File: src/rtl/cpu_pkg.sv
// Shared CPU definitions: opcode encodings, fetch FSM states and the default reset PC.
package cpu_pkg;

    localparam logic [31:0] RESET_PC_DEFAULT = 32'h0000_0000;

    localparam logic [5:0] OP_R_TYPE = 6'b000000;
    localparam logic [5:0] OP_ORI    = 6'b001101;
    localparam logic [5:0] OP_ADDIU  = 6'b001001;
    localparam logic [5:0] OP_LW     = 6'b100011;
    localparam logic [5:0] OP_SW     = 6'b101011;
    localparam logic [5:0] OP_BEQ    = 6'b000100;
    localparam logic [5:0] OP_J      = 6'b000010;

    typedef enum logic {
        ST_IDLE  = 1'b0,
        ST_FETCH = 1'b1
    } fetch_state_e;

endpackage

File: src/rtl/instr_fetch_unit_if.sv
// Instruction-memory req/ack bus between the fetch unit (master) and memory (slave).
interface instr_fetch_unit_if;
    logic        imem_req;
    logic [31:0] imem_addr;
    logic        imem_ack;
    logic [31:0] imem_rdata;

    modport master (output imem_req, output imem_addr, input imem_ack, input imem_rdata);
    modport slave  (input imem_req, input imem_addr, output imem_ack, output imem_rdata);
endinterface

File: src/rtl/instr_fetch_unit_next_pc_calc.sv
// Combinational next-PC selection: hold on first fetch or pc_wre=0, else jump > taken beq > pc+4.
module next_pc_calc (
    input  logic [31:0] pc_i,
    input  logic [25:0] ir_low_i,
    input  logic        pc_wre_i,
    input  logic        branch_i,
    input  logic        jump_i,
    input  logic        zero_i,
    input  logic        first_i,
    output logic [31:0] next_pc_o
);
    logic [31:0] pc_plus4;
    logic [31:0] branch_off;

    assign pc_plus4   = pc_i + 32'd4;
    assign branch_off = {{14{ir_low_i[15]}}, ir_low_i[15:0], 2'b00};

    always_comb begin
        next_pc_o = pc_plus4;
        if (first_i || !pc_wre_i) begin
            next_pc_o = pc_i;
        end else if (jump_i) begin
            next_pc_o = {pc_plus4[31:28], ir_low_i, 2'b00};
        end else if (branch_i && zero_i) begin
            next_pc_o = pc_plus4 + branch_off;
        end
    end
endmodule

File: src/rtl/instr_fetch_unit.sv
// Instruction fetch unit: owns PC and IR, fetches over a req/ack bus on each IF strobe.
// Optional ack-wait timeout with sticky fetch_err when FETCH_TIMEOUT_EN is defined.
module instr_fetch_unit
    import cpu_pkg::*;
#(
    parameter logic [31:0] RESET_PC       = RESET_PC_DEFAULT,
    parameter int          TIMEOUT_CYCLES = 16
) (
    input  logic                clk,
    input  logic                rst,
    input  logic                if_strobe,
    input  logic                pc_wre,
    input  logic                branch,
    input  logic                jump,
    input  logic                zero,
    instr_fetch_unit_if.master  imem,
    output logic [5:0]          opcode,
    output logic [5:0]          func,
    output logic [4:0]          rs,
    output logic [4:0]          rt,
    output logic [4:0]          rd,
    output logic [15:0]         imm16,
    output logic [31:0]         pc,
    output logic                instr_valid,
    output logic                busy,
    output logic                strobe_drop
`ifdef FETCH_TIMEOUT_EN
    ,
    output logic                fetch_err
`endif
);
    fetch_state_e state_q, state_d;
    logic [31:0]  pc_q, pc_d;
    logic [31:0]  ir_q, ir_d;
    logic         first_q, first_d;
    logic         valid_q, valid_d;
    logic         drop_q, drop_d;
    logic [31:0]  next_pc;

`ifdef FETCH_TIMEOUT_EN
    localparam int CNT_W = (TIMEOUT_CYCLES > 1) ? $clog2(TIMEOUT_CYCLES) : 1;
    localparam logic [CNT_W-1:0] CNT_LAST = CNT_W'(TIMEOUT_CYCLES - 1);
    logic [CNT_W-1:0] cnt_q, cnt_d;
    logic             err_q, err_d;
`endif

    next_pc_calc u_next_pc (
        .pc_i      (pc_q),
        .ir_low_i  (ir_q[25:0]),
        .pc_wre_i  (pc_wre),
        .branch_i  (branch),
        .jump_i    (jump),
        .zero_i    (zero),
        .first_i   (first_q),
        .next_pc_o (next_pc)
    );

    always_comb begin
        state_d = state_q;
        pc_d    = pc_q;
        ir_d    = ir_q;
        first_d = first_q;
        valid_d = valid_q;
        drop_d  = 1'b0;
`ifdef FETCH_TIMEOUT_EN
        cnt_d   = cnt_q;
        err_d   = err_q;
`endif
        unique case (state_q)
            ST_IDLE: begin
                if (if_strobe) begin
                    pc_d    = next_pc;
                    first_d = 1'b0;
                    valid_d = 1'b0;
                    state_d = ST_FETCH;
`ifdef FETCH_TIMEOUT_EN
                    cnt_d   = '0;
`endif
                end
            end
            ST_FETCH: begin
                // Strobes during a fetch are not queued; they are only reported.
                drop_d = if_strobe;
                if (imem.imem_ack) begin
                    ir_d    = imem.imem_rdata;
                    valid_d = 1'b1;
                    state_d = ST_IDLE;
                end
`ifdef FETCH_TIMEOUT_EN
                else if (cnt_q == CNT_LAST) begin
                    err_d   = 1'b1;
                    state_d = ST_IDLE;
                end else begin
                    cnt_d = cnt_q + 1'b1;
                end
`endif
            end
        endcase
    end

    always_ff @(posedge clk or posedge rst) begin
        if (rst) begin
            state_q <= ST_IDLE;
            pc_q    <= RESET_PC;
            ir_q    <= '0;
            first_q <= 1'b1;
            valid_q <= 1'b0;
            drop_q  <= 1'b0;
`ifdef FETCH_TIMEOUT_EN
            cnt_q   <= '0;
            err_q   <= 1'b0;
`endif
        end else begin
            state_q <= state_d;
            pc_q    <= pc_d;
            ir_q    <= ir_d;
            first_q <= first_d;
            valid_q <= valid_d;
            drop_q  <= drop_d;
`ifdef FETCH_TIMEOUT_EN
            cnt_q   <= cnt_d;
            err_q   <= err_d;
`endif
        end
    end

    assign imem.imem_req  = (state_q == ST_FETCH);
    assign imem.imem_addr = pc_q;

    assign opcode      = ir_q[31:26];
    assign rs          = ir_q[25:21];
    assign rt          = ir_q[20:16];
    assign rd          = ir_q[15:11];
    assign imm16       = ir_q[15:0];
    assign func        = ir_q[5:0];
    assign pc          = pc_q;
    assign instr_valid = valid_q;
    assign busy        = (state_q != ST_IDLE);
    assign strobe_drop = drop_q;
`ifdef FETCH_TIMEOUT_EN
    assign fetch_err   = err_q;
`endif
endmodule

File: src/flat_wrapper.sv
// flat-port wrapper written by rule: the top's interface ports become plain ports
module instr_fetch_unit_flat import cpu_pkg::*;
#(
    parameter logic [31:0] RESET_PC       = RESET_PC_DEFAULT,
    parameter int          TIMEOUT_CYCLES = 16
)
  (clk, rst, if_strobe, pc_wre, branch, jump, zero, opcode, func, rs, rt, rd, imm16, pc, instr_valid, busy, strobe_drop, imem_imem_req, imem_imem_addr, imem_imem_ack, imem_imem_rdata);
  instr_fetch_unit_if imem_i ();
  input  logic clk;
  input  logic rst;
  input  logic if_strobe;
  input  logic pc_wre;
  input  logic branch;
  input  logic jump;
  input  logic zero;
  output logic [5:0] opcode;
  output logic [5:0] func;
  output logic [4:0] rs;
  output logic [4:0] rt;
  output logic [4:0] rd;
  output logic [15:0] imm16;
  output logic [31:0] pc;
  output logic instr_valid;
  output logic busy;
  output logic strobe_drop;
  output wire logic [$bits(imem_i.imem_req)-1:0] imem_imem_req;
  output wire logic [$bits(imem_i.imem_addr)-1:0] imem_imem_addr;
  input wire logic [$bits(imem_i.imem_ack)-1:0] imem_imem_ack;
  input wire logic [$bits(imem_i.imem_rdata)-1:0] imem_imem_rdata;
  assign imem_imem_req = imem_i.imem_req;
  assign imem_imem_addr = imem_i.imem_addr;
  assign imem_i.imem_ack = imem_imem_ack;
  assign imem_i.imem_rdata = imem_imem_rdata;
  instr_fetch_unit #(.RESET_PC(RESET_PC), .TIMEOUT_CYCLES(TIMEOUT_CYCLES)) u_core (.clk(clk), .rst(rst), .if_strobe(if_strobe), .pc_wre(pc_wre), .branch(branch), .jump(jump), .zero(zero), .imem(imem_i), .opcode(opcode), .func(func), .rs(rs), .rt(rt), .rd(rd), .imm16(imm16), .pc(pc), .instr_valid(instr_valid), .busy(busy), .strobe_drop(strobe_drop));
endmodule
File: config.mk
export PLATFORM = sky130hd
export DESIGN_NAME = instr_fetch_unit_flat
export DESIGN_NICKNAME = d
export VERILOG_FILES = /design/src/rtl/cpu_pkg.sv /design/src/rtl/instr_fetch_unit_if.sv /design/src/rtl/instr_fetch_unit_next_pc_calc.sv /design/src/rtl/instr_fetch_unit.sv /design/src/flat_wrapper.sv
export SDC_FILE = /design/constraint.sdc
export NUM_CORES = 1
export LEC_CHECK = 0
export CORE_ASPECT_RATIO = 0.75
export CORE_MARGIN = 3
export CORE_UTILIZATION = 40
export DETAILED_ROUTE_END_ITERATION = 6
export PLACE_DENSITY = 0.69
export SLEW_MARGIN = 30
export SYNTH_ARGS = -nofsm -noshare
export SYNTH_HDL_FRONTEND = slang
export SYNTH_SLANG_ARGS = --single-unit
File: constraint.sdc
create_clock -name clk -period 3.9 [get_ports clk]
set_input_delay 0.78 -clock clk [delete_from_list [all_inputs] [get_ports clk]]
set_output_delay 0.78 -clock clk [all_outputs]
set_load 0.005 [all_outputs]
; ---- Word-level counts from Yosys, hierarchy flattened
; Cells that the tools add are included.
[totals]
regBits = 68
out_inout_bits = 111
elab_cells = 28
[classes]
n_reduce_logical = 7
n_eq_ne = 2
mux = 9
addsub = 2
bitwise = 2
[op_table]
columns = cell, count
row1 = 32-bit two-way mux, 2
row2 = "32-bit by 3-bit adder with 32-bit output, second input constant", 1
row3 = 32-bit adder, 1
row4 = 2-bit AND reduction, 3
row5 = 1-bit two-way mux, 5
row6 = "2-bit != test, second input constant", 2
row7 = 1-bit case mux with 2 select lines, 2
row8 = 3-bit AND reduction, 1
row9 = 1-bit inverter, 2
row10 = 1-bit logical AND, 1
row11 = 1-bit logical NOT, 1
row12 = 1-bit logical OR, 1

; ---- Logic depth before layout (Yosys ltp)
; Gate-level depths: netlist of run 1.
[depth]
ltp_word = 4
ltp_mapped = 17
depth_no_buf = 16

; ---- Cells and area by module
; A second synthesis of run 1 with hierarchy kept.
[unflattened]
hier_cells = 660
hier_area_um2 = 6084.6
[modules_own_cells]
columns = module, cells_per_inst, area_each_um2, instances, seq_area_each_um2
row1 = next_pc_calc, 468, 3066.7, 1, 0.0
row2 = instr_fetch_unit, 192, 3017.9, 1, 1702.9

; ---- Worst setup path before layout of run 1
; OpenSTA, ideal clock, no wires.
[synth_path]
kind = register to register
startpoint = register u_core.pc_q[8], in the netlist u_core.imem.imem_addr[8]
endpoint = register u_core.pc_q[23], in the netlist u_core.imem.imem_addr[23]
setup_ns = 0.083
path_slack_ns = 0.310
stages_incl_launch_ff = 16
t_arrival_ns = 3.508
synth_period_minus_slack_ns = 3.590
cell_sequence = dfrtp_1 -> and4_4 -> and4_1 -> clkbuf_1 -> nand4_1 -> xnor2_1 -> ha_1 -> and4_1 -> and2b_1 -> a221oi_2 -> o2111ai_2 -> a31oi_1 -> o21ai_0 -> xnor2_1 -> o211a_1 -> o21ai_0
[synth_between]
elab_chain_len = 4
[synth_lines]
columns = item, line_no
row1 = from (decl), instr_fetch_unit.sv:33  ; logic [31:0] pc_q, pc_d;
row2 = from (signal assigned), instr_fetch_unit.sv:115  ; pc_q <= pc_d;
row3 = 32-bit by 3-bit adder with 32-bit output (*), instr_fetch_unit_next_pc_calc.sv:15  ; assign pc_plus4 = pc_i + 32'd4;
row4 = 32-bit adder, instr_fetch_unit_next_pc_calc.sv:25  ; next_pc_o = pc_plus4 + branch_off;
row5 = 32-bit two-way mux (*), instr_fetch_unit_next_pc_calc.sv:24  ; end else if (branch_i && zero_i) begin
row6 = 32-bit two-way mux (*), instr_fetch_unit_next_pc_calc.sv:22  ; end else if (jump_i) begin
; Every way passes the cells marked *; elsewhere a longest branch is shown, timed or not.
; A chain may end at the register's enable or synchronous reset.

; ---- Worst setup path after layout of run 1
[layout_path]
startpoint = register u_core.pc_q[11], in the netlist u_core.imem.imem_addr[11]
endpoint = register u_core.pc_q[25], in the netlist u_core.imem.imem_addr[25]
; The elaborated chain is that of the path after synthesis.

==> qor.csv, run 1 <==
metric,value,unit
relSlewSlack,54.20,%
fin_worst_skew,0.01116,ns
finalMaxSlewViolations,0,
finalNetCount,828,
layout_commonest_cell,clkdlybuf4s50_1,
period_needed,3.767,ns
clk_latency,0.35,ns
fin_hold_ws,0.4784,ns
dp_slack,0.04435,ns
detailed_place_hpwl,13300,µm
cts_hold_buf,0,
cp_max_fo,6,
synth-async-reset-ratio,100.0,%
clockBufferDepth,2,
avgSynthCellArea,8.635,µm²
synth-seq-cells,66,
synth_area,5440,µm²
viasPerCell,5.681,
max_stage_delay,0.41,ns
cts_sinks,66,
portBuffers,146,
synth-seq-area-share,30.38,%
vias,5261,
setup-violations-final,0,
power,5.515,mW
ant_nets,0,
yosysUniqueCellTypes,58,
grt_max_degree,51,
finalCritPeriodShare,96.59,%
die_x,140.7,µm
antennaDiodeCount,0,
drt_iter0_drc,392,
path_cells,"and4_4, and4_2, nand4_1, xnor2_2, ha_1, and4_2, and2b_2, a221oi_4, buf_4, a21oi_2, a31oi_4, o311a_1, xnor2_1, a21oi_1, a21oi_1",
hold_path_depth,2,
avgRoutedWirePerCell,18.95,µm
numCtsBuffers,9,
ios,151,
max_freq,0.2655,GHz
clkTransAtPathRegs,0.06,ns
leakage,3.102,nW
synthCells,630,
worst_slack,0.1331,ns
grt_pass1_wl,27870,µm
grt_overflow_total,0,
hold_violations,0,
maxCapViolCount,0,
peakVddDrop,363.2,µV
die_y,107.0,µm
end_kind,flop,
status,finished clean,
drive_above_1_share,14.44,%
cts-root-buf,clkbuf_16,
reg2reg_depth,15,
worstSetupPathType,reg -> reg,
critPathLaunchType,flop,
required,4.12,ns
critPathArrivalTime,3.99,ns
place_congestion,0.9774,
drc,0,
first_pass_iters,5,
htree_levels,3,
slowest_stage,dfrtp_2,
ys.flop_type,dfrtp_1,
start_util,41.36,%
num_rows,36,
yosys_warnings,0,
layout_common_cells,"clkdlybuf4s50_1 (146), dfrtp_1 (61), nand2_1 (60), o21ai_0 (43), nor2_1 (42)",
cts_tree,yes,
grt_pass1_vias,5083,
synth-edff-count,0,
worstHoldPathType,reg -> reg,
design.die.area,15050,µm²
antenna_found_initial,0,
area_growth,34.38,%
worst_pin_slew,0.6853,ns
grt_usage,23.41,%
power.density,754.3,nW/µm²
core-area,13150,µm²
finalWirelength,17550,µm
-- report_power, final --
part	total [mW]	switching, mW	internal, mW
clock network	0.804	0.362	0.442
logic	3.49	1.72	1.77
registers	1.22	0.321	0.900
total	5.51	2.40	3.11
-- stage by stage --
stage / setup TNS (ns) / area, µm² / cells / util [%]
3_5_place_dp: 0 / 6897 / 907 / 52.44
6_report: 0 / 7311 / 926 / 55.58
3_3_place_gp: 0 / 6897 / 907 / 52.44
5_1_grt: -0.002407 / 7311 / 926 / 55.58
2_1_floorplan: 0 / 5451 / 633 / -
4_1_cts: 0 / 7183 / 923 / 54.61
-- Yosys cell counts (3+ instances only) --
cell type  count  share of area (%)
buf_2          4               0.37
a31oi_1        8               0.92
mux2_2        32                6.6
a21boi_0       3               0.41
ha_1          37                8.5
nand2b_1       3               0.35
nand4_1       16                1.8
clkbuf_1      17                1.2
xor2_1        19                3.1
nand3_1       21                1.9
a21oi_1       38                3.5
and2_1         5               0.57
dfrtp_1       65                 30
xnor2_1       33                5.3
o21a_1         6               0.83
inv_1         14               0.97
buf_4         46                6.3
o21ai_1        3               0.28
and4_1         7                1.1
and3_1         6               0.69
nor3_1        13                1.2
a211oi_1      13                1.8
o21ai_0       44                4.0
a221o_1        4               0.74
o31ai_1        3               0.41
nand2_1       61                4.2
nor2_1        44                3.0
a21o_1        15                2.1
o211ai_1      11                1.5
buf_1          5               0.35
-- area by class of cell --
| type | count | area (µm²) |
|---|---|---|
| clock buffers | 9 | 225.2 |
| clock inverters | 7 | 61.31 |
| fillers | 1156 | 5842 |
| inverters | 14 | 52.55 |
| multi-input cells | 481 | 3398 |
| flip-flops and latches | 66 | 1658 |
| well taps | 171 | 214.0 |
| repair buffers | 178 | 1702 |
-- path summary, 6_finish.rpt --
path | startpoint | end | slack, ns
hold / removal | u_core.first_q | u_core.first_q | 0.48
min in group asynchronous | rst | u_core.ir_q[27] | 0.76
max in group asynchronous | rst | u_core.imem.imem_addr[11] | 2.35
hold reg to reg | u_core.first_q | u_core.first_q | 0.48
setup / recovery | u_core.imem.imem_addr[11] | u_core.imem.imem_addr[25] | 0.13
setup reg to reg | u_core.imem.imem_addr[11] | u_core.imem.imem_addr[25] | 0.13
-- layer usage --
metal  wire [µm]  vias to the layer above  track usage (%)
met5           0                        -                0
met4         255                        0            6.224
met3        1789                       22            7.356
met2        7345                      261            33.47
met1        8160                     2509            34.03
li1            -                     2469                -
-- critical path, delay by kind of cell (launching register included) --
kind            cells  cell delay (ns)
compound gates      6             1.11
buf+inv             1             0.15
simple gates        5             1.24
flops               1             0.41
xor+xnor            2             0.34
fa+ha+maj           1             0.38
-- logic make-up (layout without fill, tap and decap cells) --
family	count (synthesis)	count (layout)	share of synthesized area, %
buffers and inverters	86	208	9.200
DFF	66	66	30.38
muxes	34	34	6.992
and+or+nand+nor	187	187	16.49
adders and majority gates	38	38	8.878
xor gates and xnor gates	52	52	8.372
other	1	4	0.06893
AOI/OAI and AO/OA	166	166	19.62
-- state kept, by name, summed over array words and instances (netlist names) --
signal	cells
u_core.ir_q	32
u_core.first_q	1
u_core.instr_valid	1
u_core.strobe_drop	1
u_core.busy	1
u_core.imem.imem_addr	30
-- repair_timing --
item,in CTS,in global routing
setup endpoints to repair,0,9
setup buffers,0,3
gates resized for setup,0,24
(Power assumes the default switching activity.)
==> run 2: changes to the inputs <==
CTS_BUF_LIST = sky130_fd_sc_hd__clkbuf_16   (was default)
SLEW_MARGIN = default   (was 30)
clock period = 4.4 ns   (was 3.9 ns; I/O delays follow)
==> qor.csv, run 2 (synthesis results as in run 1) <==
metric,value,unit,change
end_kind,flop,,
top_register,u_core.ir_q,,
finalCritPeriodShare,94.43,%,-2.2 points
die_y,107.0,µm,unchanged
avgRoutedWirePerCell,18.58,µm,-2.0%
grt_pass1_wl,26080,µm,-6.4%
grt_pass1_vias,4667,,-8.2%
cts_setup_buffers,0,,unchanged
setup-violations-final,0,,unchanged
portBuffers,146,,unchanged
largest_reg_flops,32,,unchanged
clk_latency,0.34,ns,about the same
place_congestion,0.9422,,-3.6%
finalNetCount,808,,-2.4%
drt_iter0_drc,412,,+5.1%
fin_worst_skew,0.008219,ns,-0.002941 ns
cts_hold_buf,0,,unchanged
clockBufferDepth,2,,unchanged
area_growth,29.69,%,
hold_violations,0,,unchanged
grt_overflow_total,0,,unchanged
rsz0062_at_grt,false,,
fin_setup_tns,0,ns,unchanged
critPathLaunchType,flop,,
postLayoutCoreUtil,53.64,%,-1.9 points
cts_resized,0,,unchanged
ios,151,,unchanged
drive_above_1_share,9.252,%,-5.2 points
worst_pin_slew,0.7607,ns,+0.07538 ns
cts_sinks,66,,unchanged
worstHoldPathType,reg -> reg,,
peakVddDrop,331.4,µV,-8.7%
first_pass_iters,5,,unchanged
rrSetupSlack,0.24,ns,+0.11 ns
critPathArrivalTime,4.37,ns,+0.38 ns
ant_nets,0,,unchanged
htree_levels,3,,unchanged
layout_commonest_cell,clkdlybuf4s50_1,,
num_rows,36,,unchanged
start_util,41.36,%,unchanged
period_needed,4.155,ns,+0.3882 ns
antennaDiodeCount,0,,unchanged
maxCapViolCount,0,,unchanged
dp.cells,890,,-1.9%
cp_max_fo,8,,+2
status,finished clean,,
layout_common_cells,"clkdlybuf4s50_1 (146), dfrtp_1 (65), nand2_1 (61), o21ai_0 (44), nor2_1 (44)",,
power.density,670.1,nW/µm²,-11%
cts_tree,yes,,
required,4.62,ns,+0.50 ns
leakage,2.975,nW,-4.1%
max_freq,0.2407,GHz,-9.3%
grt_max_degree,35,,-31%
worstSetupPathType,reg -> reg,,
final_cells,906,,-2.2%
cts-root-buf,clkbuf_16,,
finalMaxSlewViolations,0,,unchanged
drc,0,,unchanged
clkTransAtPathRegs,0.06,ns,about the same
viasPerCell,5.586,,-1.7%
detailed_place_hpwl,13000,µm,-2.2%
finalWirelength,16840,µm,-4.1%
core-area,13150,µm²,unchanged
numCtsBuffers,9,,unchanged
die_x,140.7,µm,unchanged
relSlewSlack,49.14,%,-5.1 points
vias,5061,,-3.8%
design.die.area,15050,µm²,unchanged
antenna_found_initial,0,,unchanged
grt_usage,21.99,%,-1.4 points
-- run 2: cell count changes in the layout (fill, tap and decap cells not counted), moves of 4 or more --
| cell | change |
|---|---|
| xnor2_2 | -4 |
| xnor2_1 | +4 |
| dfrtp_2 | -4 |
| buf_4 | -20 |
| dfrtp_1 | +4 |
-- run 2: worst max-delay path, stage by stage, from the launching register on --
cell and delay [ns]:
dfrtp_1 0.48, and4_1 0.35, and3_1 0.38, nand2_1 0.15, xnor2_1 0.26, ha_1 0.35
a21oi_1 0.27, o21bai_1 0.09, a221o_1 0.32, a221o_1 0.29, a41o_1 0.25, a21oi_2 0.14
xor2_1 0.27, o21ai_1 0.10, a221o_1 0.33
-- run 2: final cells by class --
type / instances / area, µm²
Fill cell: 1177 / 6097
Multi-Input combinational cell: 481 / 3298
Sequential cell: 66 / 1653
Timing Repair Buffer: 158 / 1551
Clock buffer: 9 / 225.2
Tap cell: 171 / 214.0
Clock inverter: 7 / 61.31
Inverter: 14 / 52.55
-- run 2: routing by layer --
| metal | global-route usage [%] | vias to the layer above | wire, µm |
|---|---|---|---|
| li1 | - | 2425 | - |
| met1 | 32.72 | 2373 | 8032 |
| met2 | 30.53 | 235 | 6883 |
| met3 | 7.535 | 26 | 1688 |
| met4 | 4.288 | 2 | 180 |
| met5 | 2.807 | - | 52 |
-- run 2: power breakdown --
part | leakage (nW) | internal, mW | total [mW] | switching, mW
Clock | 0.135 | 0.391 | 0.703 | 0.311
Combinational | 2.05 | 1.46 | 2.89 | 1.43
Sequential | 0.793 | 0.794 | 1.14 | 0.344
Total | 2.98 | 2.64 | 4.73 | 2.09
-- run 2: path summary, 6_finish.rpt --
kind	startpoint	cells past startpoint	to
setup / recovery	u_core.imem.imem_addr[4]	14	u_core.imem.imem_addr[26]
hold / removal	u_core.first_q	2	u_core.first_q
setup reg to reg	u_core.imem.imem_addr[4]	14	u_core.imem.imem_addr[26]
hold reg to reg	u_core.first_q	2	u_core.first_q
max in group asynchronous	rst	3	u_core.ir_q[11]
min in group asynchronous	rst	2	u_core.ir_q[31]
-- run 2: per-stage QoR --
stage               power (mW)  cell area [µm²]  worst slack (ns)  hold slack, ns
floorplan                2.906             5451            0.8095          0.4464
global placement         3.949             6769            0.4506          0.4585
detailed placement       3.975             6769            0.3716          0.4730
CTS                      4.698             7056            0.3344          0.4837
global route             5.052             7056           0.02815          0.5151
finish                   4.728             7056            0.2449          0.4836
==> run 3: changes to the inputs <==
CAP_MARGIN = 20   (was default)
==> results of run 3 <==
No change in the layout: final DEF, timing and power equal those of run 2.
